[config.mk]
export PLATFORM = sky130hd
export DESIGN_NAME = stopwatch_ctrl_flat
export DESIGN_NICKNAME = d
export VERILOG_FILES = /design/src/rtl/stopwatch_ctrl_if.sv /design/src/rtl/stopwatch_ctrl.sv /design/src/flat_wrapper.sv
export SDC_FILE = /design/constraint.sdc
export NUM_CORES = 1
export LEC_CHECK = 0
export ABC_AREA = 1
export CELL_PAD_IN_SITES_DETAIL_PLACEMENT = 0
export CELL_PAD_IN_SITES_GLOBAL_PLACEMENT = 1
export CORE_UTILIZATION = 31
export DETAILED_ROUTE_END_ITERATION = 6
export GPL_TIMING_DRIVEN = 0
export PLACE_DENSITY_LB_ADDON = 0.25
export SLEW_MARGIN = 20
export SYNTH_ARGS = -nofsm -noshare
export SYNTH_HDL_FRONTEND = slang
export SYNTH_SLANG_ARGS = --single-unit
export TNS_END_PERCENT = 50
[constraint.sdc]
create_clock -name clk -period 1.8 [get_ports clk]
set_input_delay 0.36 -clock clk [delete_from_list [all_inputs] [get_ports clk]]
set_output_delay 0.36 -clock clk [all_outputs]
set_load 0.02 [all_outputs]
[src/rtl/stopwatch_ctrl_if.sv]
// Stopwatch controller bus: button pulses and preset in, digit counter bank
// strobes/data out, plus display and status. clk/reset stay plain ports.
//   slave  : the stopwatch_ctrl side
//   master : the button/counter-bank/display side (or a testbench)
interface stopwatch_ctrl_if;
    logic        start_stop;
    logic        clear;
    logic        lap;
    logic [15:0] preset_val;
    logic [15:0] digit_q;
    logic [3:0]  digit_load;
    logic [3:0]  digit_count;
    logic [15:0] digit_d;
    logic [15:0] display;
    logic [1:0]  state;
    logic        lap_hold;
    logic        overflow;
    logic        tick;

    modport slave (
        input  start_stop, clear, lap, preset_val, digit_q,
        output digit_load, digit_count, digit_d, display, state,
               lap_hold, overflow, tick
    );

    modport master (
        output start_stop, clear, lap, preset_val, digit_q,
        input  digit_load, digit_count, digit_d, display, state,
               lap_hold, overflow, tick
    );
endinterface

[src/rtl/stopwatch_ctrl.sv]
// Stopwatch control sequencer for four cascaded BCD digit counters (SS.hh).
// Generates the hundredth-second tick, runs the IDLE/RUN/PAUSE machine,
// drives per-digit load/count/data strobes, and provides lap freeze and a
// sticky overflow flag.
// Ports:
//   clk, reset        : clock, synchronous active-high reset
//   bus (slave)       : start_stop/clear/lap pulses, preset_val, digit_q in;
//                       digit_load/digit_count/digit_d, display, state,
//                       lap_hold, overflow, tick out
module stopwatch_ctrl #(
    parameter int unsigned TICK_DIV = 100000
) (
    input  logic            clk,
    input  logic            reset,
    stopwatch_ctrl_if.slave bus
);
    localparam int unsigned        PW        = $clog2(TICK_DIV);
    localparam logic [PW-1:0]      PRESC_MAX = PW'(TICK_DIV - 1);
    // Per-digit maxima {s_tens, s_ones, tenths, hundredths}
    localparam logic [15:0]        DIGIT_MAX = 16'h5999;

    typedef enum logic [1:0] {
        ST_IDLE  = 2'b00,
        ST_RUN   = 2'b01,
        ST_PAUSE = 2'b10
    } state_t;

    state_t        state_q, state_d;
    logic [PW-1:0] presc_q, presc_d;
    logic          overflow_q, overflow_d;
    logic          lap_hold_q, lap_hold_d;
    logic [15:0]   lap_val_q, lap_val_d;

    logic          tick_c;
    logic [3:0]    at_max;
    logic [3:0]    en;
    logic [3:0]    load_c;
    logic [3:0]    count_c;
    logic [15:0]   d_c;

    // Tick, carry chain and digit strobes; nothing is strobed in a reset cycle
    always_comb begin
        tick_c  = (state_q == ST_RUN) && (presc_q == PRESC_MAX) && !reset;
        load_c  = '0;
        count_c = '0;
        d_c     = '0;
        for (int i = 0; i < 4; i++) begin
            // codes above the maximum count as "at max" so they wrap to 0
            at_max[i] = (bus.digit_q[4*i +: 4] >= DIGIT_MAX[4*i +: 4]);
        end
        en[0] = tick_c;
        en[1] = tick_c && at_max[0];
        en[2] = tick_c && at_max[0] && at_max[1];
        en[3] = tick_c && at_max[0] && at_max[1] && at_max[2];

        if (!reset) begin
            if (bus.clear) begin
                load_c = 4'b1111;
                for (int i = 0; i < 4; i++) begin
                    if (bus.preset_val[4*i +: 4] <= DIGIT_MAX[4*i +: 4]) begin
                        d_c[4*i +: 4] = bus.preset_val[4*i +: 4];
                    end
                end
            end else begin
                for (int i = 0; i < 4; i++) begin
                    if (en[i]) begin
                        if (at_max[i]) begin
                            load_c[i] = 1'b1;
                        end else begin
                            count_c[i] = 1'b1;
                        end
                    end
                end
            end
        end
    end

    // Next-state logic for the FSM, prescaler, overflow and lap registers
    always_comb begin
        state_d    = state_q;
        presc_d    = presc_q;
        overflow_d = overflow_q;
        lap_hold_d = lap_hold_q;
        lap_val_d  = lap_val_q;

        if (bus.clear) begin
            state_d    = ST_IDLE;
            presc_d    = '0;
            overflow_d = 1'b0;
            lap_hold_d = 1'b0;
            lap_val_d  = '0;
        end else begin
            case (state_q)
                ST_IDLE: begin
                    presc_d = '0;
                    if (bus.start_stop) state_d = ST_RUN;
                end
                ST_RUN: begin
                    presc_d = (presc_q == PRESC_MAX) ? '0 : presc_q + PW'(1);
                    if (bus.start_stop) state_d = ST_PAUSE;
                end
                ST_PAUSE: begin
                    if (bus.start_stop) state_d = ST_RUN;
                end
                default: begin
                    state_d = ST_IDLE;
                    presc_d = '0;
                end
            endcase

            if (tick_c && (&at_max)) overflow_d = 1'b1;

            if (bus.lap) begin
                if (state_q == ST_RUN) begin
                    lap_val_d  = bus.digit_q;
                    lap_hold_d = 1'b1;
                end else begin
                    lap_hold_d = 1'b0;
                end
            end
        end
    end

    always_ff @(posedge clk) begin
        if (reset) begin
            state_q    <= ST_IDLE;
            presc_q    <= '0;
            overflow_q <= 1'b0;
            lap_hold_q <= 1'b0;
            lap_val_q  <= '0;
        end else begin
            state_q    <= state_d;
            presc_q    <= presc_d;
            overflow_q <= overflow_d;
            lap_hold_q <= lap_hold_d;
            lap_val_q  <= lap_val_d;
        end
    end

    assign bus.digit_load  = load_c;
    assign bus.digit_count = count_c;
    assign bus.digit_d     = d_c;
    assign bus.tick        = tick_c;
    assign bus.state       = state_q;
    assign bus.overflow    = overflow_q;
    assign bus.lap_hold    = lap_hold_q;
    assign bus.display     = lap_hold_q ? lap_val_q : bus.digit_q;
endmodule
[src/flat_wrapper.sv]
// flat-port wrapper written by rule: the top's interface ports become plain ports
module stopwatch_ctrl_flat 
#(
    parameter int unsigned TICK_DIV = 100000
)
  (clk, reset, bus_start_stop, bus_clear, bus_lap, bus_preset_val, bus_digit_q, bus_digit_load, bus_digit_count, bus_digit_d, bus_display, bus_state, bus_lap_hold, bus_overflow, bus_tick);
  stopwatch_ctrl_if bus_i ();
  input  logic clk;
  input  logic reset;
  input wire logic [$bits(bus_i.start_stop)-1:0] bus_start_stop;
  input wire logic [$bits(bus_i.clear)-1:0] bus_clear;
  input wire logic [$bits(bus_i.lap)-1:0] bus_lap;
  input wire logic [$bits(bus_i.preset_val)-1:0] bus_preset_val;
  input wire logic [$bits(bus_i.digit_q)-1:0] bus_digit_q;
  output wire logic [$bits(bus_i.digit_load)-1:0] bus_digit_load;
  output wire logic [$bits(bus_i.digit_count)-1:0] bus_digit_count;
  output wire logic [$bits(bus_i.digit_d)-1:0] bus_digit_d;
  output wire logic [$bits(bus_i.display)-1:0] bus_display;
  output wire logic [$bits(bus_i.state)-1:0] bus_state;
  output wire logic [$bits(bus_i.lap_hold)-1:0] bus_lap_hold;
  output wire logic [$bits(bus_i.overflow)-1:0] bus_overflow;
  output wire logic [$bits(bus_i.tick)-1:0] bus_tick;
  assign bus_i.start_stop = bus_start_stop;
  assign bus_i.clear = bus_clear;
  assign bus_i.lap = bus_lap;
  assign bus_i.preset_val = bus_preset_val;
  assign bus_i.digit_q = bus_digit_q;
  assign bus_digit_load = bus_i.digit_load;
  assign bus_digit_count = bus_i.digit_count;
  assign bus_digit_d = bus_i.digit_d;
  assign bus_display = bus_i.display;
  assign bus_state = bus_i.state;
  assign bus_lap_hold = bus_i.lap_hold;
  assign bus_overflow = bus_i.overflow;
  assign bus_tick = bus_i.tick;
  stopwatch_ctrl #(.TICK_DIV(TICK_DIV)) u_core (.clk(clk), .reset(reset), .bus(bus_i));
endmodule
==> results.yml, run 1 <==
yosys:
  yosys-top-cells-area: "dfxtp_1, nand2_1, inv_1"
  synth_cell_types: 30
  syn_area_per_cell_um2: 6.27
  ys_seq_area_share_pct: 30.9
  synthesis.nets: 420
  syn_inst: 382
  synth_seq_cells: 37
  synth_top_area_share_pct: 30.9
  synth_area_um2: 2390
  ys_warn_count: 0
  yosysTopAreaCell: "dfxtp_1"
sta:
  hold_viol_final: 0
  rsz0062_at_grt: "yes"
  fin_crit_sh_pct: 116
  fin_crit_ps: 2090
  clock.fmax_mhz: 479
  worst_slack_ps: -287
  relSlewSlack_pct: 61.4
  slew_violations: 0
  finalClockSkew_ps: 12.0
  worst_pin_slew_ps: 579
  final-setup-viol-count: 10
routing:
  via_per_inst: 4.87
  final_antenna_net_count: 0
  wl_per_cell_um: 13.3
  num_vias: 2879
  firstDrtPassIters: 4
  wl_met1_um: 3670
  wirelength_um: 7880
  top_layer: "met4"
  remaining_drc_errors: 0
  met2_length_um: 3590
  met3_length_um: 565
  drt_iter0_drc: 100
final_layout:
  finalNonFillerCells: 591
  antenna-diode-count: 0
  nets: 530
  final_common_cell: "nand2_1"
  final_cell_mix: "nand2_1, inv_1, a21oi_1"
  drive_gt1_share_pct: 28.9
  multi_input_area_um2: 1500
  num-fill-cells: 776
  seq_area_um2: 767
  syn_to_final_growth_pct: 51.9
clock_tree:
  h-tree-depth: 2
  clockBufferDepth: 2
  clk_latency_ps: 300
  cts_tree: "built"
  cts.sinks: 37
  cts_buffers: 5
  cts_hold_buf: 0
  path_clk_slew_ps: 70
  root_buffer: "clkbuf_8"
setup_path:
  timing.critical_path.arrival_ps: 1730
  crit_type: "input pin to output pin"
  crit_path_end_kind: "output pin"
  required_ps: 1440
  cp-start-kind: "input pin"
  worst-path-max-fanout: 4
die:
  die_h_um: 89.9
  start_util_pct: 32.5
  dieArea_um2: 8080
  io_pins: 82
  die_w_um: 89.9
  fp.coreArea_um2: 7370
  placementRows: 31
power:
  leakagePower_nw: 1.46
  power_mw: 1.78
  ir_worst_vdd_mv: 0.296
  power_density_nw_per_um2: 489
run:
  cap_violations: 0
global_routing:
  grt_pass1_vias: 2771
  grt_max_degree: 12
  grt_util_all_layers_pct: 20.1
  antenna_found_initial: 0
  grt_overflow: 0
  grt_pass1_wl_um: 13300
status:
  status: "finished with violations"
  failed_checks: "setup timing"
placement:
  dpl.cell_count: 560
  place_ws_ps: -1240
  io_buffers: 79
  dp_hpwl_um: 5600
  gp_congestion: 0.818
min_path:
  worstHoldPathType: "input pin to flop"
-- worst max-delay path: stages --
cell	delay, ps
clkdlybuf4s50_1	490
inv_1	80
a31oi_4	180
buf_4	140
buf_6	100
nand2_2	70
nor3_2	140
buf_4	170
-- power by group --
| part | total, mW | switching [mW] | internal (mW) |
|---|---|---|---|
| registers | 0.823 | 0.00432 | 0.819 |
| logic | 0.364 | 0.209 | 0.156 |
| clock network | 0.590 | 0.322 | 0.269 |
| total | 1.78 | 0.534 | 1.24 |
-- synthesized netlist by cell type --
master / count
a21oi_1: 40
a31oi_1: 2
buf_2: 5
buf_4: 1
clkbuf_1: 9
conb_1: 1
dfxtp_1: 37
ha_1: 1
inv_1: 56
inv_2: 2
nand2_1: 85
nand2_2: 6
nand3_1: 36
nand3_2: 2
nand3_4: 1
nand4_1: 10
nand4_4: 1
nor2_1: 20
nor2_2: 4
nor2_4: 4
nor3_1: 19
nor3_2: 2
nor3b_1: 4
o211ai_1: 2
o21ai_0: 23
o21ai_1: 2
o21ai_2: 1
o21bai_1: 2
or2_2: 3
xor2_1: 1
-- kinds of logic (layout without fill, tap and decap cells) --
family	count (synthesis)	in the layout	synth area share, %
other	1	1	0.157
flip-flops	37	37	30.9
AND/OR/NAND/NOR	197	197	40.4
buffers and inverters	73	183	11.9
XOR/XNOR	1	1	0.366
adder cells (fa/ha/maj)	1	1	0.523
AO/OA/AOI/OAI	72	72	15.7
-- state kept, by name (all words and copies together), names as in the netlist --
| signal | flops |
|---|---|
| u_core.bus.overflow | 1 |
| u_core.lap_val_q | 16 |
| u_core.bus.state | 2 |
| u_core.presc_q | 17 |
| u_core.bus.lap_hold | 1 |
-- metal layers --
| metal | up-vias | global-route usage [%] |
|---|---|---|
| met2 | 80 | 33.3 |
| li1 | 1466 | - |
| met1 | 1328 | 26.0 |
| met3 | 5 | 5.08 |
| met5 | - | 0 |
| met4 | 0 | 5.38 |
-- per-stage QoR --
step	area, um2	TNS [ps]	util [%]	hold slack [ps]
2_1_floorplan	2400	-142	-	441
3_3_place_gp	3310	-30020	45.0	443
3_5_place_dp	3310	-30550	45.0	445
4_1_cts	3590	-1910	48.7	455
5_1_grt	3630	-2940	49.3	401
6_report	3630	-1870	49.3	394
-- cell type report --
class / instances / area share [%]
Clock buffer: 6 / 2.00
Sequential cell: 37 / 21.1
Buffer: 15 / 2.17
Clock inverter: 1 / 0.241
Timing Repair Buffer: 103 / 23.7
Tap cell: 99 / 3.41
Multi-Input combinational cell: 272 / 41.3
Inverter: 58 / 6.06
-- worst paths after layout --
check                                                        end  depth (start not counted)                              from  slack (ps)
worst min register to register  u_core.bus.overflow$_SDFFE_PP0P_                          2  u_core.bus.overflow$_SDFFE_PP0P_         460
worst max-delay path                          bus_digit_count[1]                          8                    bus_digit_q[3]        -290
worst max register to register   u_core.presc_q[14]$_SDFFE_PP0P_                          9    u_core.presc_q[0]$_SDFFE_PP0P_         270
worst min-delay path            u_core.lap_val_q[2]$_SDFFE_PP0P_                          3                    bus_digit_q[2]         390
-- timing repair --
action,CTS,global route
hold endpoints to repair,0,0
endpoints found under the setup margin,41,38
resized for setup,186,56
pin swaps,8,6
cloned,0,0
setup buffers,18,6
No activity file was read; power rests on OpenSTA's default activity.
==> run 2, diff against run 1 <==
- MAX_ROUTING_LAYER: unset -> met4
==> results.yml, run 2 (synthesis gave the netlist of run 1 again) <==
die:
  start_util_pct: 32.5
  fp.coreArea_um2: 7370
  dieArea_um2: 8080
  placementRows: 31
  die_w_um: 89.9
  die_h_um: 89.9
  io_pins: 82
routing:
  wl_per_cell_um: 13.4
  num_vias: 2864
  remaining_drc_errors: 0
  drt_iter0_drc: 99
  via_per_inst: 4.85
  firstDrtPassIters: 4
  wirelength_um: 7900
  final_antenna_net_count: 0
final_layout:
  syn_to_final_growth_pct: 51.9
  final_common_cell: "nand2_1"
  regMostFlops: "u_core.presc_q"
  nets: 530
  drive_gt1_share_pct: 28.9
  final_cell_mix: "nand2_1, inv_1, a21oi_1"
  largest_reg_flops: 17
  antenna-diode-count: 0
clock_tree:
  clk_latency_ps: 300
  h-tree-depth: 2
  path_clk_slew_ps: 70
  cts_hold_buf: 0
  clockBufferDepth: 2
  cts_buffers: 5
  root_buffer: "clkbuf_8"
  cts.sinks: 37
  cts_tree: "built"
sta:
  worst_pin_slew_ps: 579
  fin_crit_ps: 2090
  finalClockSkew_ps: 13.6
  hold_viol_final: 0
  holdWs_ps: 397
  final-setup-viol-count: 10
  clock.fmax_mhz: 479
  worst_slack_ps: -288
  relSlewSlack_pct: 61.4
  fin_crit_sh_pct: 116
  rsz0062_at_grt: "yes"
  slew_violations: 0
power:
  ir_worst_vdd_mv: 0.295
  leakagePower_nw: 1.46
  power_density_nw_per_um2: 487
status:
  status: "finished with violations"
  failed_checks: "setup timing"
run:
  cap_violations: 0
min_path:
  worstHoldPathType: "input pin to flop"
  hold_path_startpoint: "bus_digit_q[2]"
  hold_end: "u_core.lap_val_q[2]$_SDFFE_PP0P_"
  hold_depth: 3
placement:
  dp_hpwl_um: 5600
  io_buffers: 79
  gp_congestion: 0.830
  place_ws_ps: -1240
global_routing:
  grt_max_degree: 12
  grt_util_all_layers_pct: 20.7
  antenna_found_initial: 0
  grt_overflow: 0
  grt_pass1_wl_um: 13300
  grt_pass1_vias: 2775
setup_path:
  cp-start-kind: "input pin"
  crit_path_end_kind: "output pin"
  timing.critical_path.arrival_ps: 1730
  r2r_slack_ps: 270
  crit_type: "input pin to output pin"
  reg2reg_to: "u_core.presc_q[14]$_SDFFE_PP0P_"
  required_ps: 1440
  worst-path-max-fanout: 4
  regToRegStartpoint: "u_core.presc_q[0]$_SDFFE_PP0P_"
  reg2regPathDepth: 9
[run 2: cell counts in the layout (fill, tap and decap cells not counted)]
Identical to the previous run, type by type.
[run 2: repair_timing]
item | in CTS | in global routing
resized for setup | 186 | 56
setup buffers | 18 | 6
setup endpoints to repair | 41 | 38
pin swaps | 8 | 6
[run 2: layout make-up]
cell class	count	area, um2
fill	776	3730
multi-input combinational	272	1500
tap	99	124
timing repair buffer	103	861
buffer	15	78.8
clock buffer	6	72.6
inverter	58	220
clock inverter	1	8.76
sequential	37	767
[run 2: report_power, final]
group	internal (mW)	total [mW]	switching, mW
combinational	0.156	0.364	0.209
clock	0.269	0.583	0.314
sequential	0.819	0.823	0.00429
[run 2: worst max-delay path by stage]
stage	start	to	depth (start not counted)
after floorplan	u_core.presc_q[1]$_SDFFE_PP0P_	bus_digit_count[1]	7
after global placement	reset	bus_digit_count[1]	6
after detailed placement	reset	bus_digit_count[1]	6
after CTS	u_core.presc_q[0]$_SDFFE_PP0P_	bus_digit_count[1]	8
after global routing	bus_digit_q[6]	bus_digit_load[3]	10
final	bus_digit_q[3]	bus_digit_count[1]	8
[run 2: layer usage]
| layer | vias up | track usage, % | part of all wire (%) |
|---|---|---|---|
| li1 | 1463 | - | - |
| met1 | 1316 | 26.2 | 47 |
| met2 | 85 | 33.3 | 47 |
| met3 | 0 | 4.65 | 6.5 |
| met4 | 0 | 5.38 | 0 |
| met5 | - | - | 0 |
[run 2: worst max-delay path, stage by stage]
cell and delay [ps]:
clkdlybuf4s50_1 490, inv_1 80, a31oi_4 180, buf_4 140, buf_6 100, nand2_2 70
nor3_2 140, buf_4 170
[run 2: through the flow]
| step | cell area, um2 | cells | utilization, % | setup TNS (ps) | total power [mW] |
|---|---|---|---|---|---|
| after floorplan | 2400 | 382 | - | -142 | 1.01 |
| after global placement | 3310 | 560 | 45.0 | -30020 | 1.20 |
| after detailed placement | 3310 | 560 | 45.0 | -30550 | 1.20 |
| after CTS | 3590 | 585 | 48.7 | -1910 | 1.78 |
| after global routing | 3630 | 591 | 49.3 | -2940 | 1.86 |
| final | 3630 | 591 | 49.3 | -1880 | 1.77 |
